<file path="config.mk">
export PLATFORM = sky130hd
export DESIGN_NAME = sign_blitter
export DESIGN_NICKNAME = d
export VERILOG_FILES = /design/src/rtl/sign_blitter.sv
export SDC_FILE = /design/constraint.sdc
export NUM_CORES = 1
export LEC_CHECK = 0
export BUFFER_PORTS_ARGS = -buffer_cell sky130_fd_sc_hd__buf_2
export CAP_MARGIN = 20
export CORE_MARGIN = 5
export CORE_UTILIZATION = 35
export CTS_CLUSTER_DIAMETER = 100
export DETAILED_ROUTE_END_ITERATION = 10
export SETUP_SLACK_MARGIN = 0.05
export SYNTH_ARGS = -nofsm -noshare
export SYNTH_HDL_FRONTEND = slang
export SYNTH_SLANG_ARGS = --single-unit
export TNS_END_PERCENT = 20
</file>
<file path="constraint.sdc">
create_clock -name clk -period 2 [get_ports clk]
set_input_delay 0.4 -clock clk [delete_from_list [all_inputs] [get_ports clk]]
set_output_delay 0.4 -clock clk [all_outputs]
set_load 0.005 [all_outputs]
</file>
<file path="src/rtl/sign_blitter.sv">
// -----------------------------------------------------------------------------
// sign_blitter
//
// Reader-side sequencer for 1-bit glyph/sign bitmap ROMs. A start pulse walks
// a SIGN_W x SIGN_H bitmap in row-major order. Each bit becomes a coloured
// pixel write at (org_x + col, org_y + row). The write goes to the LCD pixel
// sink over a valid/ready handshake.
//
// Ports:
//   clk          system clock, rising edge
//   rst_n        synchronous active-low reset
//   start        one-cycle draw request, honoured only when idle
//   org_x/org_y  top-left screen coordinate, latched on accepted start
//   fg_color     colour for bitmap bit 1, latched on accepted start
//   bg_color     colour for bitmap bit 0, latched on accepted start
//   transparent  1 = bit-0 pixels are skipped, latched on accepted start
//   rom_addr     registered ROM address (row*SIGN_W + col)
//   rom_data     combinational ROM bit for rom_addr
//   pix_valid    pixel write request
//   pix_ready    sink accept
//   pix_x/pix_y  pixel coordinate (wraps silently, no clipping)
//   pix_color    pixel colour
//   busy         high while the bitmap is being walked
//   done         one-cycle pulse after the final pixel is accepted or skipped
// -----------------------------------------------------------------------------
module sign_blitter #(
  parameter int ADDR_WIDTH  = 7,
  parameter int SIGN_W      = 16,
  parameter int SIGN_H      = 8,
  parameter int X_WIDTH     = 9,
  parameter int Y_WIDTH     = 8,
  parameter int COLOR_WIDTH = 16
) (
  input  logic                   clk,
  input  logic                   rst_n,
  input  logic                   start,
  input  logic [X_WIDTH-1:0]     org_x,
  input  logic [Y_WIDTH-1:0]     org_y,
  input  logic [COLOR_WIDTH-1:0] fg_color,
  input  logic [COLOR_WIDTH-1:0] bg_color,
  input  logic                   transparent,
  output logic [ADDR_WIDTH-1:0]  rom_addr,
  input  logic                   rom_data,
  output logic                   pix_valid,
  input  logic                   pix_ready,
  output logic [X_WIDTH-1:0]     pix_x,
  output logic [Y_WIDTH-1:0]     pix_y,
  output logic [COLOR_WIDTH-1:0] pix_color,
  output logic                   busy,
  output logic                   done
);

  localparam int CW = (SIGN_W > 1) ? $clog2(SIGN_W) : 1;
  localparam int RW = (SIGN_H > 1) ? $clog2(SIGN_H) : 1;

  localparam logic [CW-1:0] COL_LAST = CW'(SIGN_W - 1);
  localparam logic [RW-1:0] ROW_LAST = RW'(SIGN_H - 1);

  typedef enum logic [1:0] {
    ST_IDLE = 2'd0,
    ST_LOAD = 2'd1,
    ST_EMIT = 2'd2,
    ST_DONE = 2'd3
  } state_t;

  state_t                 state_r, state_s;
  logic [CW-1:0]          col_r, col_s;
  logic [RW-1:0]          row_r, row_s;
  logic [ADDR_WIDTH-1:0]  rom_addr_r, rom_addr_s;
  logic [X_WIDTH-1:0]     org_x_r, org_x_s;
  logic [Y_WIDTH-1:0]     org_y_r, org_y_s;
  logic [COLOR_WIDTH-1:0] fg_r, fg_s;
  logic [COLOR_WIDTH-1:0] bg_r, bg_s;
  logic                   transparent_r, transparent_s;
  logic                   pix_valid_r, pix_valid_s;
  logic [X_WIDTH-1:0]     pix_x_r, pix_x_s;
  logic [Y_WIDTH-1:0]     pix_y_r, pix_y_s;
  logic [COLOR_WIDTH-1:0] pix_color_r, pix_color_s;
  logic                   busy_r, busy_s;
  logic                   done_r, done_s;
  logic                   advance_s;
  logic                   last_s;

  // Next-state, counter advance and registered-output computation.
  always_comb begin
    state_s       = state_r;
    col_s         = col_r;
    row_s         = row_r;
    rom_addr_s    = rom_addr_r;
    org_x_s       = org_x_r;
    org_y_s       = org_y_r;
    fg_s          = fg_r;
    bg_s          = bg_r;
    transparent_s = transparent_r;
    pix_x_s       = pix_x_r;
    pix_y_s       = pix_y_r;
    pix_color_s   = pix_color_r;
    advance_s     = 1'b0;
    last_s        = (col_r == COL_LAST) && (row_r == ROW_LAST);

    case (state_r)
      ST_IDLE: begin
        if (start) begin
          org_x_s       = org_x;
          org_y_s       = org_y;
          fg_s          = fg_color;
          bg_s          = bg_color;
          transparent_s = transparent;
          col_s         = {CW{1'b0}};
          row_s         = {RW{1'b0}};
          rom_addr_s    = {ADDR_WIDTH{1'b0}};
          state_s       = ST_LOAD;
        end else begin
          state_s = ST_IDLE;
        end
      end
      ST_LOAD: begin
        if (transparent_r && !rom_data) begin
          // Skipped pixel: one cycle, no emission.
          advance_s = 1'b1;
          state_s   = last_s ? ST_DONE : ST_LOAD;
        end else begin
          pix_x_s     = org_x_r + X_WIDTH'(col_r);
          pix_y_s     = org_y_r + Y_WIDTH'(row_r);
          pix_color_s = rom_data ? fg_r : bg_r;
          state_s     = ST_EMIT;
        end
      end
      ST_EMIT: begin
        if (pix_valid_r && pix_ready) begin
          advance_s = 1'b1;
          state_s   = last_s ? ST_DONE : ST_LOAD;
        end else begin
          state_s = ST_EMIT;
        end
      end
      ST_DONE: begin
        state_s = ST_IDLE;
      end
      default: begin
        state_s = ST_IDLE;
      end
    endcase

    // Row-major advance; the address tracks the counters and returns to 0
    // after the last pixel so it never drifts past the bitmap.
    if (advance_s) begin
      if (last_s) begin
        col_s      = {CW{1'b0}};
        row_s      = {RW{1'b0}};
        rom_addr_s = {ADDR_WIDTH{1'b0}};
      end else if (col_r == COL_LAST) begin
        col_s      = {CW{1'b0}};
        row_s      = row_r + RW'(1'b1);
        rom_addr_s = rom_addr_r + ADDR_WIDTH'(1'b1);
      end else begin
        col_s      = col_r + CW'(1'b1);
        rom_addr_s = rom_addr_r + ADDR_WIDTH'(1'b1);
      end
    end else begin
      col_s      = col_s;
      row_s      = row_s;
      rom_addr_s = rom_addr_s;
    end

    // Status outputs are decoded from the next state so they register cleanly.
    pix_valid_s = (state_s == ST_EMIT);
    busy_s      = (state_s == ST_LOAD) || (state_s == ST_EMIT);
    done_s      = (state_s == ST_DONE);
  end

  // State and datapath registers with synchronous active-low reset.
  always_ff @(posedge clk) begin
    if (!rst_n) begin
      state_r       <= ST_IDLE;
      col_r         <= {CW{1'b0}};
      row_r         <= {RW{1'b0}};
      rom_addr_r    <= {ADDR_WIDTH{1'b0}};
      org_x_r       <= {X_WIDTH{1'b0}};
      org_y_r       <= {Y_WIDTH{1'b0}};
      fg_r          <= {COLOR_WIDTH{1'b0}};
      bg_r          <= {COLOR_WIDTH{1'b0}};
      transparent_r <= 1'b0;
      pix_valid_r   <= 1'b0;
      pix_x_r       <= {X_WIDTH{1'b0}};
      pix_y_r       <= {Y_WIDTH{1'b0}};
      pix_color_r   <= {COLOR_WIDTH{1'b0}};
      busy_r        <= 1'b0;
      done_r        <= 1'b0;
    end else begin
      state_r       <= state_s;
      col_r         <= col_s;
      row_r         <= row_s;
      rom_addr_r    <= rom_addr_s;
      org_x_r       <= org_x_s;
      org_y_r       <= org_y_s;
      fg_r          <= fg_s;
      bg_r          <= bg_s;
      transparent_r <= transparent_s;
      pix_valid_r   <= pix_valid_s;
      pix_x_r       <= pix_x_s;
      pix_y_r       <= pix_y_s;
      pix_color_r   <= pix_color_s;
      busy_r        <= busy_s;
      done_r        <= done_s;
    end
  end

  assign rom_addr  = rom_addr_r;
  assign pix_valid = pix_valid_r;
  assign pix_x     = pix_x_r;
  assign pix_y     = pix_y_r;
  assign pix_color = pix_color_r;
  assign busy      = busy_r;
  assign done      = done_r;

endmodule

</file>
# ---- Word-level counts from Yosys, hierarchy flattened
# Cells that the tools add are included.
dict set report op_classes {
  addsub 5
  eq_ne 8
  n_mux 23
  bitwise_logic 1
  reduce_logical 11
}
# operator count
set op_table {}
lappend op_table {{7-bit 2-to-1 mux} 4}
lappend op_table {{4-bit 2-to-1 mux} 5}
lappend op_table {{16-bit 2-to-1 mux} 1}
lappend op_table {{3-bit 2-to-1 mux} 5}
lappend op_table {{9-bit by 4-bit adder with 9-bit output} 1}
lappend op_table {{8-bit by 3-bit adder with 8-bit output} 1}
lappend op_table {{2-bit == test (second input constant)} 4}
lappend op_table {{2-bit case mux with 4 select lines} 1}
lappend op_table {{7-bit by 1-bit adder with 7-bit output (second input constant)} 1}
lappend op_table {{2-bit 2-to-1 mux} 3}
lappend op_table {{2-bit AND reduction} 3}
lappend op_table {{4-bit by 1-bit adder with 4-bit output (second input constant)} 1}
lappend op_table {{2-bit by 1-bit == test with 1-bit output (second input constant)} 2}
lappend op_table {{4-bit == test (second input constant)} 1}
lappend op_table {{2-bit nonzero test} 2}
lappend op_table {{3-bit by 1-bit adder with 3-bit output (second input constant)} 1}
lappend op_table {{3-bit == test (second input constant)} 1}
lappend op_table {{1-bit logical AND} 3}
lappend op_table {{1-bit 2-to-1 mux} 3}
lappend op_table {{2-bit logical NOT} 1}
lappend op_table {{1-bit case mux with 2 select lines} 1}
lappend op_table {{1-bit logical NOT} 1}
lappend op_table {{1-bit logical OR} 1}
lappend op_table {{1-bit inverter} 1}
dict set report word_totals {
  ff_bits 102
  in_bits 55
  output_inout_bits 43
  elab_cells 63
}

# ---- Depth between registers and ports, before layout
dict set report logic_depth {
  word_depth 7
  depth_mapped 7
  ltp_nobuf 7
}

# ---- Worst setup path after synthesis
# OpenSTA, ideal clock, no wires.
dict set report synth_timing {
  kind {register to register}
  startpoint {reg state_r[1]}
  endpoint {reg done_r, in the netlist done}
  setup_time_ns 0.115
  t_arrival_ns 1.519
  required_time_ns 1.885
  slack_ns 0.366
  stages_incl_launch_ff 8
  n_path_buf 0
  synth_period_minus_slack_ns 1.634
  cell_sequence {dfxtp_1 inv_1 ha_1 and3b_2 o31ai_1 inv_1 ha_1 and2_1}
}
dict set report synth_between {
  elab_chain_len 3
  elab_cells_between_ends 6
  classes_between {4 x eq/ne; 1 x mux; 1 x reduce/logical}
}
# item line
set synth_rtl {}
lappend synth_rtl {{start, declared} 66} ;# state_t state_r, state_s;
lappend synth_rtl {{start signal, assigned} 191} ;# state_r <= state_s;
lappend synth_rtl {{2-bit == test, or another cell as far along} 101} ;# case (state_r)
lappend synth_rtl {{2-bit case mux with 4 select lines *} 101}
lappend synth_rtl {{named net state_s[0]} 66}
lappend synth_rtl {{2-bit == test *} 169} ;# done_s = (state_s == ST_DONE);
lappend synth_rtl {{named net done_s} 80} ;# logic done_r, done_s;
lappend synth_rtl {{end signal, assigned} 205} ;# done_r <= done_s;
lappend synth_rtl {{end, declared} 80}
# Mark *: on every way through the listed nets, which the timed path passes. The rest lies on a longest branch.
# A chain may end at the register's enable or synchronous reset.

# ---- Final worst setup path
dict set report layout_timing {
  startpoint {reg col_r[1]}
  endpoint {reg busy_r, in the netlist busy}
}
dict set report layout_between {
  elab_chain_len 7
  elab_cells_between_ends 9
  classes_between {3 x eq/ne; 4 x mux; 2 x reduce/logical}
}
# item line
set layout_rtl {}
lappend layout_rtl {{start, declared} 67} ;# logic [CW-1:0] col_r, col_s;
lappend layout_rtl {{start signal, assigned} 176} ;# col_r <= {CW{1'b0}};
lappend layout_rtl {{start signal, assigned} 192} ;# col_r <= col_s;
lappend layout_rtl {{4-bit == test *} 99} ;# last_s = (col_r == COL_LAST) && (row_r == ROW_LAST);
lappend layout_rtl {{1-bit logical AND *} 99}
lappend layout_rtl {{2-bit 2-to-1 mux *} {121, 132}}
lappend layout_rtl {{2-bit 2-to-1 mux, on equally long branches} {130, 118}}
lappend layout_rtl {{2-bit case mux with 4 select lines *} 101}
lappend layout_rtl {{named net state_s[1]} 66}
lappend layout_rtl {{2-bit by 1-bit == test with 1-bit output / 2-bit == test (equally long branches)} 168} ;# busy_s = (state_s == ST_LOAD) || (state_s == ST_EMIT);
lappend layout_rtl {{1-bit logical OR *} 168}
lappend layout_rtl {{end signal, assigned} 204} ;# busy_r <= busy_s;
lappend layout_rtl {{end, declared} 79} ;# logic busy_r, busy_s;
# Marks and branches as above.

==> Implementation_results.wiki <==
{| class="wikitable"
! Metric !! Value
|-
| Fraction of post-synthesis cell area in the top cell type by area || 0.463
|-
| Endpoint type of the worst setup path || register
|-
| Synthesized instance count || 517
|-
| Number of levels in the clock H-tree || 3
|-
| Hold-critical path endpoint || bg_r[13]$_SDFFE_PN0P_
|-
| Number of gates on the worst path with buffers counted || 6
|-
| Cell Rows || 41
|-
| Kind of cell adding the most delay to the critical path || adder cells
|-
| Aggregate global routing overflow || 0
|-
| Initial Util || 0.353
|-
| Mean Syn Cell Area || 8.54 um^2
|-
| List of cells traversed by the critical path || ha_1 -> and4_1 -> o21ai_0 -> a21oi_1 -> ha_1 -> nor2_1
|-
| Cell types occupying the most area after synthesis || sky130_fd_sc_hd__dfxtp_1 46%, sky130_fd_sc_hd__nand2_1 10%, sky130_fd_sc_hd__a21oi_1 8.0%
|-
| I/O pin count || 98
|-
| Antenna diode count || 0
|-
| Normalized max-slew margin || 0.721
|-
| Count leader, synth || sky130_fd_sc_hd__nand2_1
|-
| Number of enable flip-flop cells after synthesis || 0
|-
| Count of final setup violators || 0
|-
| Final HPWL from detailed placement || 7810 um
|-
| Share of synthesized flip-flops with an asynchronous set or reset || 0
|-
| Worst IR Drop VDD || 0.598 mV
|-
| Vias in the first global route || 3868
|-
| Number of cells in the design after placement || 764
|-
| Clock tree from TritonCTS || done
|-
| First-pass iteration count of the detailed router || 4
|-
| Pin count of the biggest net entering global routing || 58
|-
| R2R depth || 6
|-
| Nets || 677
|-
| Final count of pins violating max slew || 0
|-
| Final RePlAce weighted congestion || 0.920
|-
| Critical Path Max Stage Delay || 450 ps
|-
| Part of the Yosys area used for sequential elements || 0.463
|-
| Data required time of the worst path || 2270 ps
|-
| Routed vias || 3847
|-
| RSZ-0062 raised after global routing || no
|-
| Ratio of cells with drive above 1 in the final layout || 0.222
|-
| Worst clock skew || 7.22 ps
|-
| Post-synthesis cell type with the largest combined area || sky130_fd_sc_hd__dfxtp_1
|-
| Commonest cells in the synthesized netlist || 118 x sky130_fd_sc_hd__nand2_1, 102 x sky130_fd_sc_hd__dfxtp_1, 71 x sky130_fd_sc_hd__a21oi_1
|-
| Fin crit share || 0.895
|-
| Placeable core area || 0.0125 mm^2
|-
| Wire length of the first global-routing pass || 18800 um
|-
| Area growth from synthesis to final layout || 22.3%
|-
| Launch instance of the worst register-to-register path || col_r[1]$_SDFFE_PN0P_
|-
| Setup repair bufs after CTS || 0
|-
| Worst hold path type || in -> reg
|-
| Final Total Pwr || 4.64 mW
|-
| Type of element launching the critical path || register
|-
| R2r endpoint || busy$_SDFF_PN0_
|-
| Clock tree buffer depth || 2
|-
| Die W || 122 um
|-
| Peak clock frequency supported by timing || 559 MHz
|-
| Filler-free cell count of the finished design || 780
|-
| Die span in y || 122 um
|-
| Utilization after layout || 0.431
|-
| Antenna Violating Nets Remaining || 0
|-
| Highest fanout seen on the critical path || 7
|-
| Setup total negative slack || 0 ps
|-
| Via density || 4.93
|-
| Cell occurring most often along the worst timing path || sky130_fd_sc_hd__ha_1
|-
| Worst path arrival time || 2060 ps
|-
| Post-Syn Nets || 591
|-
| Number of DRC markers after the initial detailed-route iteration || 154
|-
| Hold Path Stages || 3
|-
| Number of max-cap violations || 0
|-
| Clock buffer count from CTS || 9
|-
| Number of remaining DRC errors || 0
|-
| Average wire per standard cell || 14.3 um
|-
| Final worst hold slack || 286 ps
|-
| Number of synthesized register bits || 102
|-
| Global-route usage over all layers || 0.156
|-
| Die area || 0.0150 mm^2
|-
| Startpoint-to-endpoint class of the critical path || reg -> reg
|-
| Clock sink count || 102
|-
| Clock latency at the later pin of the worst-skew pair || 340 ps
|-
| Transition time at the pin with the least slew margin || 419 ps
|-
| Synthesized cell area || 0.00441 mm^2
|-
| Root buffer cell || sky130_fd_sc_hd__clkbuf_16
|-
| Power per Cell Area || 860 mW/mm^2
|-
| Final Hold Viols || 0
|-
| Gates resized, CTS repair || 0
|-
| Final wirelength || 11200 um
|-
| Leakage power || 2.28 nW
|-
| Number of library cell types mapped by synthesis || 44
|-
| Origin of the worst min-delay path || bg_color[13]
|-
| Predominant post-synthesis flop cell || sky130_fd_sc_hd__dfxtp_1
|-
| Number of warning messages in the yosys log || 0
|-
| Crit path max-delay cell type || sky130_fd_sc_hd__dfxtp_1
|-
| Antenna violations before repair || 0
|-
| Post-layout min period || 1790 ps
|-
| CTS clock-pin slew for the worst setup and hold paths || 70 ps
|-
| Register-to-Register Setup Slack || 210 ps
|-
| Critical path buffer and inverter count || 0
|-
| Number of port buffers || 97
|-
| CTS Hold Buffers Added || 0
|-
| Run status || finished clean
|}
[cells by family after synthesis]
family | after synthesis | share of synthesized area
and+or+nand+nor | 193 | 0.192
xor gates and xnor gates | 11 | 0.0218
muxes | 18 | 0.0414
DFF | 102 | 0.463
AOI/OAI and AO/OA | 133 | 0.181
adders and majority gates | 19 | 0.0573
buffers and inverters | 41 | 0.0436
[placed cells by master, fill, tap and decap left out, drive strengths merged, types with 2 or more instances in the layout]
| cell | Yosys | routed |
|---|---|---|
| clkbuf | 18 | 10 |
| a21o | 6 | 6 |
| clkinvlp | 0 | 2 |
| or4 | 2 | 2 |
| o211ai | 5 | 5 |
| o21ai | 16 | 16 |
| and2 | 5 | 5 |
| dfxtp | 102 | 102 |
| nor2b | 2 | 2 |
| and4 | 2 | 2 |
| buf | 15 | 108 |
| and3 | 5 | 5 |
| nand2 | 118 | 118 |
| xnor2 | 7 | 7 |
| mux2 | 2 | 2 |
| inv | 8 | 10 |
| nand4 | 7 | 7 |
| nor2 | 27 | 27 |
| o2111ai | 2 | 2 |
| a211oi | 22 | 22 |
| nor3 | 4 | 4 |
| nand3 | 14 | 14 |
| a21oi | 71 | 71 |
| xor2 | 4 | 4 |
| o2bb2ai | 2 | 2 |
| nand2b | 2 | 2 |
| ha | 17 | 17 |
| mux2i | 16 | 16 |
| nor3b | 3 | 3 |
| o31ai | 2 | 2 |
| fa | 2 | 2 |
[layout make-up]
class	instances	area (um^2)
Fill cell	1327	7120
Multi-Input combinational cell	374	2180
Sequential cell	102	2040
Timing Repair Buffer	108	618
Clock buffer	10	239
Tap cell	172	215
Clock inverter	6	67.6
Inverter	8	30.0
[worst reg2reg max path: stages (launching register included)]
cell and delay, ps:
sky130_fd_sc_hd__dfxtp_1 450, sky130_fd_sc_hd__ha_1 320, sky130_fd_sc_hd__and4_1 250, sky130_fd_sc_hd__o21ai_0 80, sky130_fd_sc_hd__a21oi_1 250, sky130_fd_sc_hd__ha_1 290, sky130_fd_sc_hd__nor2_1 100
[metal layers]
| metal | wire length [um] | track usage | part of all wire | up-vias |
|---|---|---|---|---|
| li1 | - | - | - | 1968 |
| met5 | 0 | 0 | 0 | - |
| met4 | 163 | 0.0581 | 0.015 | 0 |
| met2 | 5010 | 0.244 | 0.45 | 79 |
| met1 | 5300 | 0.207 | 0.48 | 1786 |
| met3 | 676 | 0.0415 | 0.061 | 14 |
[sequential cells by signal (all words and copies together) (netlist names), 4 cells and up]
| signal | cells |
|---|---|
| org_x_r | 9 |
| bg_r | 16 |
| col_r | 4 |
| fg_r | 16 |
| pix_x | 9 |
| pix_y | 8 |
| rom_addr | 7 |
| org_y_r | 8 |
| pix_color | 16 |
[worst max-delay path by stage]
stage | end | start | slack, ps
floorplan | done$_SDFF_PN0_ | state_r[1]$_SDFF_PN0_ | 370
global placement | busy$_SDFF_PN0_ | col_r[1]$_SDFFE_PN0P_ | 290
detailed placement | busy$_SDFF_PN0_ | col_r[1]$_SDFFE_PN0P_ | 240
CTS | busy$_SDFF_PN0_ | col_r[1]$_SDFFE_PN0P_ | 210
global route | busy$_SDFF_PN0_ | col_r[1]$_SDFFE_PN0P_ | 50
finish | busy$_SDFF_PN0_ | col_r[1]$_SDFFE_PN0P_ | 210
[where the power goes]
part           total, mW  leakage [nW]  switching (mW)  internal (mW)
sequential          2.25         0.835          0.0810           2.16
clock               1.80         0.145           0.790           1.01
combinational      0.596          1.30           0.339          0.256
total               4.64          2.28            1.21           3.43
[metrics by stage]
step | cell area [um^2] | worst slack, ps
after floorplan | 4410 | 366
after global placement | 5090 | 287
after detailed placement | 5090 | 245
after CTS | 5400 | 213
after global routing | 5400 | 54.6
final | 5400 | 211
(Power assumes the default switching activity.)
